$ cat config.mk
export PLATFORM = sky130hd
export DESIGN_NAME = sound_comm_port
export DESIGN_NICKNAME = d
export VERILOG_FILES = /design/src/rtl/sound_comm_port.sv
export SDC_FILE = /design/constraint.sdc
export NUM_CORES = 1
export LEC_CHECK = 0
export CORE_MARGIN = 1
export CORE_UTILIZATION = 48
export DETAILED_ROUTE_END_ITERATION = 16
export PLACE_DENSITY = 0.76
export SYNTH_ARGS = -nofsm -noshare
export SYNTH_HDL_FRONTEND = slang
export SYNTH_SLANG_ARGS = --single-unit
$ cat constraint.sdc
create_clock -name clk100 -period 1.5 [get_ports clk100]
set_input_delay 0.15 -clock clk100 [delete_from_list [all_inputs] [get_ports clk100]]
set_output_delay 0.15 -clock clk100 [all_outputs]
set_load 0.01 [all_outputs]
$ cat src/rtl/sound_comm_port.sv
// Mailbox between the 68010 main CPU and the 6502 sound CPU. It holds one byte in each
// direction with full/overrun flags, sends an NMI pulse to the 6502 and an IRQ to the 68k.
module sound_comm_port #(
    parameter int unsigned SYNC_STAGES = 2,
    parameter int unsigned NMI_WIDTH   = 16,
    parameter bit          IRQ_EN      = 1'b1
) (
    input  logic       clk100,
    input  logic       SNDRST_b,
    input  logic       WRsnd_b,
    input  logic       RDsnd_b,
    input  logic [7:0] D68kin,
    output logic [7:0] D68kout,
    output logic       SNDIRQ68k_b,
    output logic [7:0] SDin68k,
    input  logic [7:0] SDout68k,
    input  logic       WR68k_b,
    input  logic       RD68k_b,
    output logic       SNDNMI_b,
    output logic       ctrl_SNDBUF,
    output logic       ctrl_68kBUF,
    output logic       ovr_snd,
    output logic       ovr_68k
);

    localparam int unsigned LAST   = SYNC_STAGES - 1;
    localparam int unsigned WR_SND = 0;
    localparam int unsigned RD_SND = 1;
    localparam int unsigned WR_68K = 2;
    localparam int unsigned RD_68K = 3;
    localparam logic [7:0]  NMI_LOAD = 8'(NMI_WIDTH);

    logic [3:0]           stb_sync   [SYNC_STAGES];
    logic [7:0]           d68k_sync  [SYNC_STAGES];
    logic [7:0]           sdout_sync [SYNC_STAGES];
    logic [3:0]           stb_dly;
    logic [3:0]           fall;
    logic [3:0]           evt_q;
    logic [SYNC_STAGES:0] warm;
    logic                 armed;
    logic [7:0]           snd_data_q;
    logic [7:0]           cpu_data_q;
    logic [7:0]           nmi_cnt;
    logic [7:0]           nmi_cnt_next;

    // Strobes reset high and data low, so a fresh chain never presents a falling edge by itself.
    always_ff @(posedge clk100 or negedge SNDRST_b) begin
        if (!SNDRST_b) begin
            for (int unsigned i = 0; i < SYNC_STAGES; i++) begin
                stb_sync[i]   <= '1;
                d68k_sync[i]  <= '0;
                sdout_sync[i] <= '0;
            end
            stb_dly <= '1;
        end else begin
            stb_sync[0]   <= {RD68k_b, WR68k_b, RDsnd_b, WRsnd_b};
            d68k_sync[0]  <= D68kin;
            sdout_sync[0] <= SDout68k;
            for (int unsigned i = 1; i < SYNC_STAGES; i++) begin
                stb_sync[i]   <= stb_sync[i-1];
                d68k_sync[i]  <= d68k_sync[i-1];
                sdout_sync[i] <= sdout_sync[i-1];
            end
            stb_dly <= stb_sync[LAST];
        end
    end

    assign fall  = ~stb_sync[LAST] & stb_dly;
    assign armed = warm[SYNC_STAGES];

    // A strobe already low at reset release shows up as a falling edge once the chain refills;
    // edges are ignored until every stage holds a post-reset sample.
    always_ff @(posedge clk100 or negedge SNDRST_b) begin
        if (!SNDRST_b) begin
            warm       <= '0;
            evt_q      <= '0;
            snd_data_q <= '0;
            cpu_data_q <= '0;
        end else begin
            warm  <= {warm[SYNC_STAGES-1:0], 1'b1};
            evt_q <= armed ? fall : '0;
            if (fall[WR_SND]) snd_data_q <= d68k_sync[LAST];
            if (fall[WR_68K]) cpu_data_q <= sdout_sync[LAST];
        end
    end

    always_comb begin
        nmi_cnt_next = nmi_cnt;
        if (evt_q[WR_SND]) begin
            nmi_cnt_next = NMI_LOAD;
        end else if (nmi_cnt != '0) begin
            nmi_cnt_next = nmi_cnt - 8'd1;
        end
    end

    always_ff @(posedge clk100 or negedge SNDRST_b) begin
        if (!SNDRST_b) begin
            nmi_cnt  <= '0;
            SNDNMI_b <= 1'b1;
        end else begin
            nmi_cnt  <= nmi_cnt_next;
            SNDNMI_b <= (nmi_cnt_next == '0);
        end
    end

    // A write landing on the same edge as the read wins and is not an overrun.
    always_ff @(posedge clk100 or negedge SNDRST_b) begin
        if (!SNDRST_b) begin
            SDin68k     <= '0;
            ctrl_SNDBUF <= 1'b0;
            ovr_snd     <= 1'b0;
        end else if (evt_q[WR_SND]) begin
            SDin68k     <= snd_data_q;
            ctrl_SNDBUF <= 1'b1;
            ovr_snd     <= ovr_snd | (ctrl_SNDBUF & ~evt_q[RD_68K]);
        end else if (evt_q[RD_68K]) begin
            ctrl_SNDBUF <= 1'b0;
        end
    end

    always_ff @(posedge clk100 or negedge SNDRST_b) begin
        if (!SNDRST_b) begin
            D68kout     <= '0;
            ctrl_68kBUF <= 1'b0;
            ovr_68k     <= 1'b0;
        end else if (evt_q[WR_68K]) begin
            D68kout     <= cpu_data_q;
            ctrl_68kBUF <= 1'b1;
            ovr_68k     <= ovr_68k | (ctrl_68kBUF & ~evt_q[RD_SND]);
        end else if (evt_q[RD_SND]) begin
            ctrl_68kBUF <= 1'b0;
        end
    end

    always_ff @(posedge clk100 or negedge SNDRST_b) begin
        if (!SNDRST_b) begin
            SNDIRQ68k_b <= 1'b1;
        end else begin
            SNDIRQ68k_b <= ~(ctrl_68kBUF & IRQ_EN);
        end
    end

endmodule

### Word level (Yosys, flattened, before mapping)

Index checks and enable logic that the tools add are counted.

* register bits after elaboration: 97
* input bits: 22
* output and inout port bits: 22
* word-level logic and storage cells: 41

* add/subtract/negate cells: 1
* muxes and demuxes: 7
* bitwise gates (word level): 9
* reductions and logical operators: 4

Operator list (number)
* $mux 8: 2
* $logic_not 8->1: 1
* $reduce_bool 8->1: 1
* $sub 8x1->8 const B: 1
* $and 4x4->4: 1
* $mux 1: 4
* $mux 4: 1
* $not 4->4: 1
* $reduce_bool 2->1: 2
* $not 1->1: 3
* $and 1x1->1: 2
* $or 1x1->1: 2

### Depth between registers and ports, before layout

* depth in word-level cells: 4
* mapped depth: 6
* mapped depth without buffers: 6

### Worst setup path before layout

Ideal clock, no wire load.

* path kind: flip-flop to flip-flop
* start: reg nmi_cnt[0]
* end: reg SNDNMI_b
* setup time: 0.080 ns
* arrival time: 1.299 ns
* required time: 1.420 ns
* slack: 0.120 ns
* cell stages (with the launch flop): 7
* path buffers: 0
* clock period less this slack: 1.380 ns
* cells stage by stage: dfrtp_1 -> inv_1 -> ha_1 -> and4bb_2 -> and3_1 -> mux2i_1 -> nor3_2

* longest elaborated chain between the ends: 4
* elaborated cells on any way between the ends: 5
* those cells by class: add/sub: 1; mux: 2; reduce/logical: 2

RTL lines
* start, declared: line 43 `logic [7:0] nmi_cnt;`
* start signal, assigned: line 101 `nmi_cnt <= nmi_cnt_next;`
* $sub 8x1->8 or $reduce_bool 8->1 (tied branches): line 92, 91
* $mux 8 (*): line 91 `end else if (nmi_cnt != '0) begin`
* $mux 8 (*): line 89 `if (evt_q[WR_SND]) begin`
* $logic_not 8->1 (*): line 102 `SNDNMI_b <= (nmi_cnt_next == '0);`
* end signal, assigned: line 102
* end, declared: line 19 `output logic SNDNMI_b,`

Every way passes the cells marked *; elsewhere a longest branch is shown, timed or not.
A chain may end at the register's enable or synchronous reset.

### Final worst setup path

Ends and elaborated chain as after synthesis.

==> summary.md <==
| Metric | Value |
|---|---|
| Syn nets | 211 |
| Startpoint types | flip-flop |
| WP buf/inv | 1 |
| H-tree Lvls | 3 |
| Reg2reg start | nmi_cnt[0] |
| Fin. Hold Viols | 0 |
| Hold Crit Class | primary input to flip-flop |
| Num CTS Buffers | 9 |
| Detailed placer's ending HPWL | 3028 um |
| Final slew viol count | 0 |
| CTS sink count | 97 |
| Final setup fails | 0 |
| Die area | 6998 sq um |
| Vias in the first global route | 1605 |
| Drt pass-1 iters | 6 |
| CTS tree | done |
| Critical path's slowest cell | dfrtp_1 |
| # rows | 29 |
| Netlist cell types | 31 |
| Crit. Startpoint | nmi_cnt[0] |
| Worst VDD drop | 0.0009702 V |
| CP Data Required Time | 1.79 ns |
| Final Cycle Share | 97.65% |
| Synth Register Bits | 97 |
| Crit Path Max Fanout | 4 |
| Critical path's largest stage delay | 0.41 ns |
| Post-placement cell count | 310 |
| CTS root buf | clkbuf_8 |
| Pleak | 1.786 nW |
| Vias post-DR | 1595 |
| Final WL | 4386 um |
| Cell family with most CP delay | simple AND/OR/NAND/NOR gates |
| Antenna violations before repair | 0 |
| Crit end category | flip-flop |
| Pre-CTS WS | -0.01696 ns |
| Most common cell after layout, fill and taps aside | dfrtp_1 |
| Worst skew pair latency | 0.35 ns |
| Final std cells w/o fill | 329 |
| Area delta synth->final | 25.29% |
| DRT iter0 DRCs | 98 |
| Initial core utilization | 50.12% |
| Max Fclk | 682.7 MHz |
| Worst endpoint data arrival time | 1.76 ns |
| Most frequent cells in the layout | dfrtp_1, clkdlybuf4s50_1, mux2_2 |
| Mapped Area | 3201 sq um |
| Clk pin slew, worst setup/hold paths | 0.09 ns |
| Post-Synthesis Cells | 187 |
| Port bufs | 43 |
| Pwr dens | 1567 nW/um^2 |
| CP Class | flip-flop to flip-flop |
| Seq/Total Area, Yosys | 76.39% |
| RSZ-0062 raised after global routing | true |
| Final clock skew | 0.007922 ns |
| # IOs | 44 |
| Core area | 6386 sq um |
| GP Congestion | 0.8552 |
| Min-delay src | RDsnd_b |
| Final Instance Area | 4010 sq um |
| Final #Nets | 271 |
| Cell Chain, Critical Path | inv_2, ha_1, and4bb_2, and3_1, mux2i_1, nor3_2 |
| GRT overflow | 0 |
| Placed cell areas | 3774 sq um |
| Syn_area_per_cell | 17.12 sq um |
| CTS Buffer Depth | 2 |
| Status | finished, final reports clean |
| DRC Markers | 0 |
| Die X | 83.66 um |
| Tot GR Track Use | 14.30% |
| Detailed-route wire length per cell | 13.33 um |
| Max-cap violation count | 0 |
| Final WS setup | 0.03532 ns |
| First-pass GRT wire length | 7500 um |
| Ys Warns | 0 |
| Post-route ant nets | 0 |
| Diode count | 0 |
| Die height | 83.66 um |
| Vias per cell | 4.848 |
| Share of cells above drive strength 1 | 33.73% |
| Largest net degree at the start of global routing | 45 |
| Final min period | 1.465 ns |
| Final core occ | 62.79% |
==> cells by family (layout without fill, tap and decap cells) <==
kind of cell	count (synthesis)	in the layout	share of synthesized area, %
xor gates and xnor gates	4	4	1.095
and+or+nand+nor	29	29	5.864
buffers and inverters	11	76	1.446
DFF	97	97	76.39
adders and majority gates	2	2	0.7817
other	1	1	0.1172
muxes	36	36	12.67
AOI/OAI and AO/OA	7	7	1.642
==> metrics by stage <==
| step | hold slack (ns) | power (W) | TNS [ns] |
|---|---|---|---|
| after CTS | 0.1678 | 0.006312 | -0.009582 |
| after floorplan | -0.1456 | 0.004006 | 0 |
| after global routing | 0.1678 | 0.006622 | -0.03228 |
| after global placement | 0.09417 | 0.004558 | 0 |
| after detailed placement | 0.1001 | 0.004627 | -0.01696 |
| final | 0.1925 | 0.006283 | 0 |
==> power breakdown <==
part	internal (W)	switching, W
registers	0.00302	0.000264
logic	0.000781	0.000554
clock network	0.000787	0.000880
total	0.00459	0.00170
==> registers in the layout (all words and copies together) (netlist names), 3 cells and up <==
register,count
d68k_sync,16
sdout_sync,16
D68kout,8
SDin68k,8
cpu_data_q,8
nmi_cnt,8
snd_data_q,8
stb_sync,8
evt_q,4
stb_dly,4
warm,3
==> worst paths after layout <==
kind,end,slack (ns),depth (start not counted)
worst max-delay path,SNDNMI_b,0.04,6
min in group asynchronous,SDin68k[7],0.25,2
worst min register to register,d68k_sync[7],0.35,0
max in group asynchronous,stb_sync[0],0.62,3
worst max register to register,SNDNMI_b,0.04,6
worst min-delay path,stb_sync[5],0.19,1
==> per-layer routing <==
layer	vias to the layer above	wire [um]	GRT usage, %
met5	-	0	0
met4	0	76	6.626
met3	8	197	6.627
met2	37	2200	20.99
met1	805	1911	18.13
li1	745	-	-
==> cell usage after synthesis <==
cell type  instances  area share (%)
conb_1             1            0.12
nor3_1             4            0.63
and4bb_2           1            0.39
nand3_1            1            0.16
a211oi_1           1            0.23
and3b_1            2            0.55
clkbuf_1           1            0.12
a21oi_1            1            0.16
nand3_2            1            0.31
nor2b_1            4            0.78
buf_2              4            0.63
xnor2_1            3            0.82
xor2_1             1            0.27
ha_1               2            0.78
mux2_2            32              11
dfstp_2           14              11
and2_1             2            0.39
nor2_1             7            0.82
nor3b_1            1            0.23
nor3_2             1            0.31
nand2_1            1            0.12
a31o_2             2            0.55
and3_1             1            0.20
nand3b_1           1            0.23
inv_1              6            0.70
and3_2             1            0.23
nor3_4             1            0.51
mux2i_1            3            0.94
dfrtp_1           83              65
a21o_1             3            0.70
mux2_4             1            0.47
==> worst reg2reg max path, cell delays in order, from the launching register on <==
cell,delay [ns]
dfrtp_1,0.41
inv_2,0.07
ha_1,0.30
and4bb_2,0.23
and3_1,0.17
mux2i_1,0.17
nor3_2,0.05
==> area by class of cell <==
cell class                 count  area (sq um)
clock buffer                   9         123.9
clock inverter                 7         80.08
fill                         466          2376
inverter                       6         22.52
multi-input combinational     79         716.9
sequential                    97          2445
tap                           77         96.34
timing repair buffer          54         525.5
==> what timing repair did <==
item,in CTS,in global routing
hold endpoints to repair,26,0
pin swaps,0,0
endpoints found under the setup margin,3,8
hold buffers,1,0
resized for setup,2,5
setup buffers,0,2
Power figures use the tool's default switching activity.
